`config.mk`:
```
export PLATFORM = sky130hd
export DESIGN_NAME = avalon_mm_burst_bridge_flat
export DESIGN_NICKNAME = d
export VERILOG_FILES = /design/src/rtl/avalon_mm_burst_bridge_if.sv /design/src/rtl/avalon_mm_burst_bridge.sv /design/src/flat_wrapper.sv
export SDC_FILE = /design/constraint.sdc
export NUM_CORES = 1
export LEC_CHECK = 0
export ABC_AREA = 1
export CAP_MARGIN = 20
export CORE_AREA = 2 2 207 158
export DETAILED_ROUTE_END_ITERATION = 8
export DIE_AREA = 0 0 209 160
export PLACE_DENSITY = 0.47
export REMOVE_ABC_BUFFERS = 1
export SETUP_SLACK_MARGIN = 0.02
export SLEW_MARGIN = 10
export SYNTH_ARGS = -nofsm -noshare
export SYNTH_HDL_FRONTEND = slang
export SYNTH_SLANG_ARGS = --single-unit
```
`constraint.sdc`:
```
create_clock -name clk_clk -period 4.95 [get_ports clk_clk]
set_input_delay 0.495 -clock clk_clk [delete_from_list [all_inputs] [get_ports clk_clk]]
set_output_delay 0.495 -clock clk_clk [all_outputs]
set_load 0.005 [all_outputs]
```
`src/rtl/avalon_mm_burst_bridge_if.sv`:
```
// Avalon-MM command/response signal bundle used for both sides of avalon_mm_burst_bridge.
// The master modport drives commands; the slave modport drives backpressure and read responses.
interface avalon_mm_burst_bridge_if #(
  parameter int DATA_W  = 32,
  parameter int ADDR_W  = 24,
  parameter int BURST_W = 4
) ();
  logic [ADDR_W-1:0]   address;
  logic [BURST_W-1:0]  burstcount;
  logic                read;
  logic                write;
  logic [DATA_W-1:0]   writedata;
  logic [DATA_W/8-1:0] byteenable;
  logic                debugaccess;
  logic                waitrequest;
  logic [DATA_W-1:0]   readdata;
  logic                readdatavalid;

  modport master (
    output address, burstcount, read, write, writedata, byteenable, debugaccess,
    input  waitrequest, readdata, readdatavalid
  );

  modport slave (
    input  address, burstcount, read, write, writedata, byteenable, debugaccess,
    output waitrequest, readdata, readdatavalid
  );
endinterface

```
`src/rtl/avalon_mm_burst_bridge.sv`:
```
// Avalon-MM pipeline bridge: registered command stage with skid buffer, outstanding-read limiter
// and sticky unexpected-response flag. Define AVMM_BRIDGE_RSP_REG_EN to register the read response.
module avalon_mm_burst_bridge #(
  parameter int DATA_W      = 32,
  parameter int ADDR_W      = 24,
  parameter int BURST_W     = 4,
  parameter int MAX_PENDING = 16
) (
  input  logic                      clk_clk,
  input  logic                      reset_reset,
  avalon_mm_burst_bridge_if.slave   s0,
  avalon_mm_burst_bridge_if.master  m0,
  output logic                      err_unexpected_rsp
);
  localparam int BE_W   = DATA_W / 8;
  localparam int PEND_W = $clog2(MAX_PENDING + 1);

  typedef struct packed {
    logic [ADDR_W-1:0]  address;
    logic [BURST_W-1:0] burstcount;
    logic               read;
    logic               write;
    logic [DATA_W-1:0]  writedata;
    logic [BE_W-1:0]    byteenable;
    logic               debugaccess;
  } cmd_t;

  cmd_t              s0_cmd;
  cmd_t              cmd_reg;
  cmd_t              skid_reg;
  logic              cmd_v_reg;
  logic              skid_v_reg;
  logic              skid_v_next;
  logic              wait_reg;
  logic [PEND_W-1:0] pend_reg;
  logic [PEND_W-1:0] pend_next;
  logic              err_reg;
  logic              accept;
  logic              read_ok;
  logic              rd_strobe;
  logic              wr_strobe;
  logic              retire;
  logic              rsp_counted;

  assign s0_cmd = '{address:     s0.address,
                    burstcount:  s0.burstcount,
                    read:        s0.read,
                    write:       s0.write,
                    writedata:   s0.writedata,
                    byteenable:  s0.byteenable,
                    debugaccess: s0.debugaccess};

  assign accept    = (s0.read | s0.write) & ~wait_reg;
  // A read only goes out if every beat it asks for still fits under the outstanding limit.
  assign read_ok   = (32'(pend_reg) + 32'(cmd_reg.burstcount)) <= 32'(MAX_PENDING);
  assign rd_strobe = cmd_v_reg & cmd_reg.read & read_ok;
  assign wr_strobe = cmd_v_reg & cmd_reg.write;
  assign retire    = (rd_strobe | wr_strobe) & ~m0.waitrequest;

  assign m0.read        = rd_strobe;
  assign m0.write       = wr_strobe;
  assign m0.address     = cmd_reg.address;
  assign m0.burstcount  = cmd_reg.burstcount;
  assign m0.writedata   = cmd_reg.writedata;
  assign m0.byteenable  = cmd_reg.byteenable;
  assign m0.debugaccess = cmd_reg.debugaccess;
  assign s0.waitrequest = wait_reg;

  // Skid only fills when a beat arrives while the main register is occupied and not leaving.
  assign skid_v_next = skid_v_reg ? ~retire : (accept & cmd_v_reg & ~retire);

  always_ff @(posedge clk_clk or posedge reset_reset) begin
    if (reset_reset) begin
      cmd_v_reg  <= 1'b0;
      skid_v_reg <= 1'b0;
      wait_reg   <= 1'b1;
      cmd_reg    <= '0;
      skid_reg   <= '0;
    end else begin
      skid_v_reg <= skid_v_next;
      wait_reg   <= skid_v_next;
      if (skid_v_reg) begin
        if (retire) cmd_reg <= skid_reg;
      end else if (accept) begin
        if (!cmd_v_reg || retire) begin
          cmd_reg   <= s0_cmd;
          cmd_v_reg <= 1'b1;
        end else begin
          skid_reg <= s0_cmd;
        end
      end else if (retire) begin
        cmd_v_reg <= 1'b0;
      end
    end
  end

  assign rsp_counted = m0.readdatavalid & (pend_reg != '0);

  always_comb begin
    pend_next = pend_reg;
    if (rd_strobe && !m0.waitrequest) pend_next = pend_next + PEND_W'(cmd_reg.burstcount);
    if (rsp_counted) pend_next = pend_next - PEND_W'(1);
  end

  always_ff @(posedge clk_clk or posedge reset_reset) begin
    if (reset_reset) begin
      pend_reg <= '0;
      err_reg  <= 1'b0;
    end else begin
      pend_reg <= pend_next;
      if (m0.readdatavalid && pend_reg == '0) err_reg <= 1'b1;
    end
  end

  assign err_unexpected_rsp = err_reg;

`ifdef AVMM_BRIDGE_RSP_REG_EN
  logic [DATA_W-1:0] rdata_reg;
  logic              rvalid_reg;

  always_ff @(posedge clk_clk or posedge reset_reset) begin
    if (reset_reset) begin
      rdata_reg  <= '0;
      rvalid_reg <= 1'b0;
    end else begin
      rdata_reg  <= m0.readdata;
      rvalid_reg <= m0.readdatavalid;
    end
  end

  assign s0.readdata      = rdata_reg;
  assign s0.readdatavalid = rvalid_reg;
`else
  assign s0.readdata      = m0.readdata;
  assign s0.readdatavalid = m0.readdatavalid;
`endif
endmodule

```
`src/flat_wrapper.sv`:
```
// flat-port wrapper written by rule: the top's interface ports become plain ports
module avalon_mm_burst_bridge_flat 
#(
  parameter int DATA_W      = 32,
  parameter int ADDR_W      = 24,
  parameter int BURST_W     = 4,
  parameter int MAX_PENDING = 16
)
  (clk_clk, reset_reset, err_unexpected_rsp, s0_address, s0_burstcount, s0_read, s0_write, s0_writedata, s0_byteenable, s0_debugaccess, s0_waitrequest, s0_readdata, s0_readdatavalid, m0_address, m0_burstcount, m0_read, m0_write, m0_writedata, m0_byteenable, m0_debugaccess, m0_waitrequest, m0_readdata, m0_readdatavalid);
  avalon_mm_burst_bridge_if #(.DATA_W(DATA_W), .ADDR_W(ADDR_W), .BURST_W(BURST_W)) s0_i ();
  avalon_mm_burst_bridge_if #(.DATA_W(DATA_W), .ADDR_W(ADDR_W), .BURST_W(BURST_W)) m0_i ();
  input  logic clk_clk;
  input  logic reset_reset;
  output logic err_unexpected_rsp;
  input wire logic [$bits(s0_i.address)-1:0] s0_address;
  input wire logic [$bits(s0_i.burstcount)-1:0] s0_burstcount;
  input wire logic [$bits(s0_i.read)-1:0] s0_read;
  input wire logic [$bits(s0_i.write)-1:0] s0_write;
  input wire logic [$bits(s0_i.writedata)-1:0] s0_writedata;
  input wire logic [$bits(s0_i.byteenable)-1:0] s0_byteenable;
  input wire logic [$bits(s0_i.debugaccess)-1:0] s0_debugaccess;
  output wire logic [$bits(s0_i.waitrequest)-1:0] s0_waitrequest;
  output wire logic [$bits(s0_i.readdata)-1:0] s0_readdata;
  output wire logic [$bits(s0_i.readdatavalid)-1:0] s0_readdatavalid;
  output wire logic [$bits(m0_i.address)-1:0] m0_address;
  output wire logic [$bits(m0_i.burstcount)-1:0] m0_burstcount;
  output wire logic [$bits(m0_i.read)-1:0] m0_read;
  output wire logic [$bits(m0_i.write)-1:0] m0_write;
  output wire logic [$bits(m0_i.writedata)-1:0] m0_writedata;
  output wire logic [$bits(m0_i.byteenable)-1:0] m0_byteenable;
  output wire logic [$bits(m0_i.debugaccess)-1:0] m0_debugaccess;
  input wire logic [$bits(m0_i.waitrequest)-1:0] m0_waitrequest;
  input wire logic [$bits(m0_i.readdata)-1:0] m0_readdata;
  input wire logic [$bits(m0_i.readdatavalid)-1:0] m0_readdatavalid;
  assign s0_i.address = s0_address;
  assign s0_i.burstcount = s0_burstcount;
  assign s0_i.read = s0_read;
  assign s0_i.write = s0_write;
  assign s0_i.writedata = s0_writedata;
  assign s0_i.byteenable = s0_byteenable;
  assign s0_i.debugaccess = s0_debugaccess;
  assign s0_waitrequest = s0_i.waitrequest;
  assign s0_readdata = s0_i.readdata;
  assign s0_readdatavalid = s0_i.readdatavalid;
  assign m0_address = m0_i.address;
  assign m0_burstcount = m0_i.burstcount;
  assign m0_read = m0_i.read;
  assign m0_write = m0_i.write;
  assign m0_writedata = m0_i.writedata;
  assign m0_byteenable = m0_i.byteenable;
  assign m0_debugaccess = m0_i.debugaccess;
  assign m0_i.waitrequest = m0_waitrequest;
  assign m0_i.readdata = m0_readdata;
  assign m0_i.readdatavalid = m0_readdatavalid;
  avalon_mm_burst_bridge #(.DATA_W(DATA_W), .ADDR_W(ADDR_W), .BURST_W(BURST_W), .MAX_PENDING(MAX_PENDING)) u_core (.clk_clk(clk_clk), .reset_reset(reset_reset), .s0(s0_i), .m0(m0_i), .err_unexpected_rsp(err_unexpected_rsp));
endmodule
```
# --- Word-level counts from Yosys, hierarchy flattened ---
# Index checks and enable logic that the tools add are counted.
classes:
  magnitude_cmp: 1
  n_bitwise: 15
  eq_ne: 2
  addsub: 3
  n_mux: 10
  reduce_logical: 13
op_table:
  columns: ["operator", "count"]
  rows:
  - ["$mux W67", 4]
  - ["$le A32 B5 Y1 const B", 1]
  - ["$mux W5", 2]
  - ["$reduce_and A3 Y1", 3]
  - ["$and A1 B1 Y1", 8]
  - ["$add A5 B4 Y6", 1]
  - ["$reduce_bool A2 Y1", 3]
  - ["$add A5 B4 Y5", 1]
  - ["$logic_not A5 Y1", 1]
  - ["$not A1 Y1", 5]
  - ["$reduce_bool A5 Y1", 1]
  - ["$sub A5 B1 Y5 const B", 1]
  - ["$mux W1", 4]
  - ["$ne A2 B2 Y1 const B", 2]
  - ["$logic_and A1 B1 Y1", 2]
  - ["$logic_not A1 Y1", 2]
  - ["$or A1 B1 Y1", 2]
  - ["$logic_or A1 B1 Y1", 1]
totals:
  output_inout_bits: 102
  inputBits: 103
  regBits: 143

# --- Logic depth before layout (Yosys ltp) ---
logic_depth:
  word_depth: 9
  ltp_mapped: 18

# --- Worst setup path before layout ---
# Ideal clock, no wire load.
synth_timing:
  path_type: "register -> register"
  from: "reg u_core.cmd_reg (netlist bit u_core.m0.burstcount[0])"
  to: "reg u_core.pend_reg[4]"
  arrival_time_ns: 2.355
  setup_slack_ns: 2.478
  path_buffers: 0
  required_ns: 4.833
  setup_ns: 0.117
  path_stages_with_launch: 17
  period_less_slack_ns: 2.472
  path_cell_list: "dfrtp_1 ha_1 fa_1 or2_1 nor2_1 nand3_1 nand2_2 nand3_4 nand2_1 nand2_1 inv_1 ha_1 nand2_1 nor2_1 nand2_1 nand2_1 nand2_1"
synth_between:
  elab_chain_len: 7
  word_cells_on_any_way: 8
synth_lines:
  columns: ["element", "line_no", "source"]
  rows:
  - ["start, declared", "avalon_mm_burst_bridge.sv:29", "cmd_t cmd_reg;"]
  - ["start signal, assigned", "avalon_mm_burst_bridge.sv:83", "if (retire) cmd_reg <= skid_reg;"]
  - ["start signal, assigned", "avalon_mm_burst_bridge.sv:86", "cmd_reg <= s0_cmd;"]
  - ["$add A5 B4 Y6", "avalon_mm_burst_bridge.sv:55", "assign read_ok = (32'(pend_reg) + 32'(cmd_reg.burstcount)) <= 32'(MAX_PENDING);"]
  - ["$le A32 B5 Y1", "avalon_mm_burst_bridge.sv:55", null]
  - ["$and A1 B1 Y1", "avalon_mm_burst_bridge.sv:56", "assign rd_strobe = cmd_v_reg & cmd_reg.read & read_ok;"]
  - ["$logic_and A1 B1 Y1", "avalon_mm_burst_bridge.sv:101", "if (rd_strobe && !m0.waitrequest) pend_next = pend_next + PEND_W'(cmd_reg.burstcount);"]
  - ["$mux W5 *", "avalon_mm_burst_bridge.sv:101", null]
  - ["$sub A5 B1 Y5", "avalon_mm_burst_bridge.sv:102", "if (rsp_counted) pend_next = pend_next - PEND_W'(1);"]
  - ["$mux W5 *", "avalon_mm_burst_bridge.sv:102", null]
  - ["net u_core.pend_next[4]", "avalon_mm_burst_bridge.sv:36", "logic [PEND_W-1:0] pend_next;"]
  - ["end signal, assigned", "avalon_mm_burst_bridge.sv:110", "pend_reg <= pend_next;"]
  - ["end, declared", "avalon_mm_burst_bridge.sv:35", "logic [PEND_W-1:0] pend_reg;"]
# The timed path passes the listed nets; every way through them passes the cells marked *.
# A chain may end at the register's enable or synchronous reset.

# --- Final worst setup path ---
layout_timing:
  from: "reg u_core.cmd_reg (netlist bit u_core.m0.burstcount[0])"
  to: "out m0_read"
layout_between:
  elab_chain_len: 3
layout_lines:
  columns: ["element", "line_no", "source"]
  rows:
  - ["$add A5 B4 Y6", "avalon_mm_burst_bridge.sv:55", null]
  - ["$le A32 B5 Y1", "avalon_mm_burst_bridge.sv:55", null]
  - ["$and A1 B1 Y1", "avalon_mm_burst_bridge.sv:56", null]
  - ["end, declared", "flat_wrapper.sv:27", "output wire logic [$bits(m0_i.read)-1:0] m0_read;"]
# Every way passes these cells.

==> impl_metrics.csv <==
group,metric,value,unit
outcome,status,"complete, no violations",
timing,holdWs,0.469,ns
clock_tree,path_clk_slew,0.06,ns
power,seqPwrFrac,41.6,%
yosys,postSynthAreaPerCell,8.86,µm²
placement,gp_congestion,0.790,
timing,hold_viol,0,
global_route,gr-total-overflow,0,
cells_and_area,final_common_cell,"nand2_1",
flow_run,drv_cap,0,
yosys,synth_area_leaders,"dfrtp_1, nand2_1, buf_4",
cells_and_area,area_growth,23.6,%
clock_tree,cts_buffer_depth,2,
power,power.density,355,mW/mm²
yosys,yosysSeqAreaShare,49.9,%
timing,setup_viol,0,
min_path,whs_endpoint,"u_core.skid_reg[41]",
yosys,yosysWarnings,0,
min_path,min_path_type,"reg -> reg",
setup_path,cp-startpoint,"u_core.m0.burstcount[0]",
yosys,synth-main-ff-cell,"dfrtp_1",
yosys,synth_top_area_share,49.5,%
die,die_w,209,µm
clock_tree,cts.htree.levels,4,
route,via_count,5158,
power,netSwitchingPower,0.843,mW
setup_path,worstPathRequired,4.45,ns
setup_path,r2r_setup_slack,1.84,ns
die,dieArea,0.0334,mm²
cells_and_area,final_core_util,28.0,%
setup_path,reg2reg_depth,13,
yosys,synth_edf_count,0,
setup_path,regToRegEndpoint,"u_core.m0.address[22]",
timing,rsz0062_at_grt,"no",
timing,max_freq,0.307,GHz
clock_tree,cts_tree,"done",
placement,port_buffers,140,
power,p_leak,4.34,nW
power,ir_worst_vdd,0.184,mV
route,dr.pass1.iters,4,
cells_and_area,mostFrequentLayoutCells,"nand2_1, dfrtp_1, clkdlybuf4s50_1, o21ai_0, nand3_1",
die,core-area,0.0317,mm²
cells_and_area,fin_nets,948,
cells_and_area,largest_reg_flops,67,
timing,fin_crit,3.26,ns
cells_and_area,nFillCells,3370,
route,route.detailed.drc,0,
global_route,grt_start_max_net_pins,91,
power,p_comb_share,13.6,%
route,drt_iter0_drc,287,
die,start_util,22.6,%
global_route,grt_pass1_vias,5020,
clock_tree,cts_resized,0,
clock_tree,post_cts_buffers,0,
placement,dp_hpwl,12000,µm
timing,period_share,65.9,%
die,ioPinCount,205,
route,detail-route-antenna-nets,0,
yosys,syn_area,0.00718,mm²
setup_path,regToRegStartpoint,"u_core.m0.burstcount[0]",
power,intPower,2.30,mW
yosys,yosysTopAreaCell,"dfrtp_1",
setup_path,criticalPathCategory,"reg -> out",
clock_tree,cts_buffers,17,
min_path,worst_hold_startpoint,"u_core.skid_reg[41]",
global_route,grtUsageTotal,11.7,%
route,vias_per_cell,4.08,
yosys,synthArstFlopShare,100,%
power,total_power,3.14,mW
setup_path,worstSetupStartpointType,"flop",
yosys,yosysUniqueCellTypes,32,
clock_tree,cts.sink_count,143,
setup_path,cp_max_fo,5,
route,wl_per_cell,15.2,µm
cells_and_area,drive_above_1_share,6.22,%
die,dieHeight,160,µm
setup_path,end_kind,"output pin",
clock_tree,clk_latency,0.42,ns
timing,drv_slew,0,
min_path,whs_path_depth,2,
yosys,ys_ff_latch,143,
global_route,grt_pass1_wl,30100,µm
setup_path,arrival,2.77,ns
timing,setup-tns-final,0,ns
cells_and_area,antennaDiodeCount,0,
clock_tree,cts_root_buf,"clkbuf_16",
yosys,postSynthCellCount,810,
power,clockPowerShare,44.8,%
power,switching_share,26.8,%
die,row_count,57,
route,routed_wl,19200,µm
timing,worst_clock_skew,0.00821,ns
timing,max_slew_margin,34.5,%
clock_tree,ctsHoldBuffers,0,
timing,worst_pin_slew,0.983,ns
global_route,antenna_found_initial,0,
==> metrics by stage <==
stage	std cells	worst slack [ns]	area, µm²
6_report	1265	1.69	8870
3_5_place_dp	1232	1.69	8210
3_3_place_gp	1232	1.70	8210
2_1_floorplan	672	0.619	6220
4_1_cts	1264	1.67	8840
5_1_grt	1265	1.49	8870
==> metal layers <==
| metal | wire, µm | global-route usage (%) | up-vias | share of wire (%) |
|---|---|---|---|---|
| met3 | 1340 | 4.60 | 8 | 7.0 |
| li1 | - | - | 2578 | - |
| met2 | 7900 | 16.1 | 143 | 41 |
| met5 | 0 | 0.862 | - | 0 |
| met1 | 9830 | 16.9 | 2429 | 51 |
| met4 | 133 | 3.05 | 0 | 0.69 |
==> synthesized netlist by cell type (3+ instances only) <==
master    instances
nand4_1           3
buf_2            15
o21ai_1          44
buf_4            97
buf_6             7
inv_1            41
mux2i_1          45
a21oi_1           3
ha_1              5
dfrtp_1         142
nand3_1          54
clkbuf_1         18
nor2_1            9
nand2_4           3
o21ai_0          72
nand2_1         236
==> power groups by stage <==
| stage | logic [mW] | clock network [mW] | registers, mW |
|---|---|---|---|
| after floorplan | 0.259 | 0 | 1.31 |
| after global placement | 0.432 | 0 | 1.33 |
| after detailed placement | 0.429 | 0 | 1.33 |
| after CTS | 0.431 | 1.46 | 1.31 |
| after global routing | 0.494 | 1.50 | 1.32 |
| final | 0.428 | 1.41 | 1.31 |
==> area by class of cell <==
| type | instances | area [µm²] | share of cell area, % |
|---|---|---|---|
| Sequential cell | 143 | 3580 | 40.4 |
| Multi-Input combinational cell | 487 | 2490 | 28.1 |
| Timing Repair Buffer | 148 | 1480 | 16.7 |
| Tap cell | 413 | 517 | 5.83 |
| Clock buffer | 17 | 425 | 4.80 |
| Clock inverter | 15 | 209 | 2.36 |
| Inverter | 42 | 163 | 1.83 |
==> worst max path at each step <==
stage / to / depth (start not counted) / slack [ns]
6_report: m0_read / 9 / 1.69
4_1_cts: u_core.skid_v_reg / 11 / 1.67
2_1_floorplan: u_core.cmd_reg[37] / 1 / 0.62
3_3_place_gp: u_core.skid_v_reg / 11 / 1.70
3_5_place_dp: u_core.skid_v_reg / 11 / 1.69
5_1_grt: u_core.m0.writedata[6] / 14 / 1.49
==> worst max-delay path, cell delays in order, from the launching register on <==
cell and delay, ns:
dfrtp_1 0.41, ha_1 0.25, fa_1 0.47, or2_1 0.24, nor2_1 0.10, nand3_1 0.10, nand2_2 0.13, nand2_1 0.10
inv_1 0.07, clkdlybuf4s50_1 0.49
==> cells by family (layout without fill, tap and decap cells) <==
| group | Yosys count | count (layout) | synth area share, % |
|---|---|---|---|
| buffers and inverters | 180 | 222 | 15.5 |
| and+or+nand+nor | 312 | 312 | 18.3 |
| AOI/OAI and AO/OA | 122 | 122 | 8.70 |
| adders and majority gates | 6 | 6 | 1.15 |
| xor gates and xnor gates | 2 | 2 | 0.244 |
| muxes | 45 | 45 | 6.28 |
| DFF | 143 | 143 | 49.9 |
Note: power is estimated with default switching activity, not from simulation.
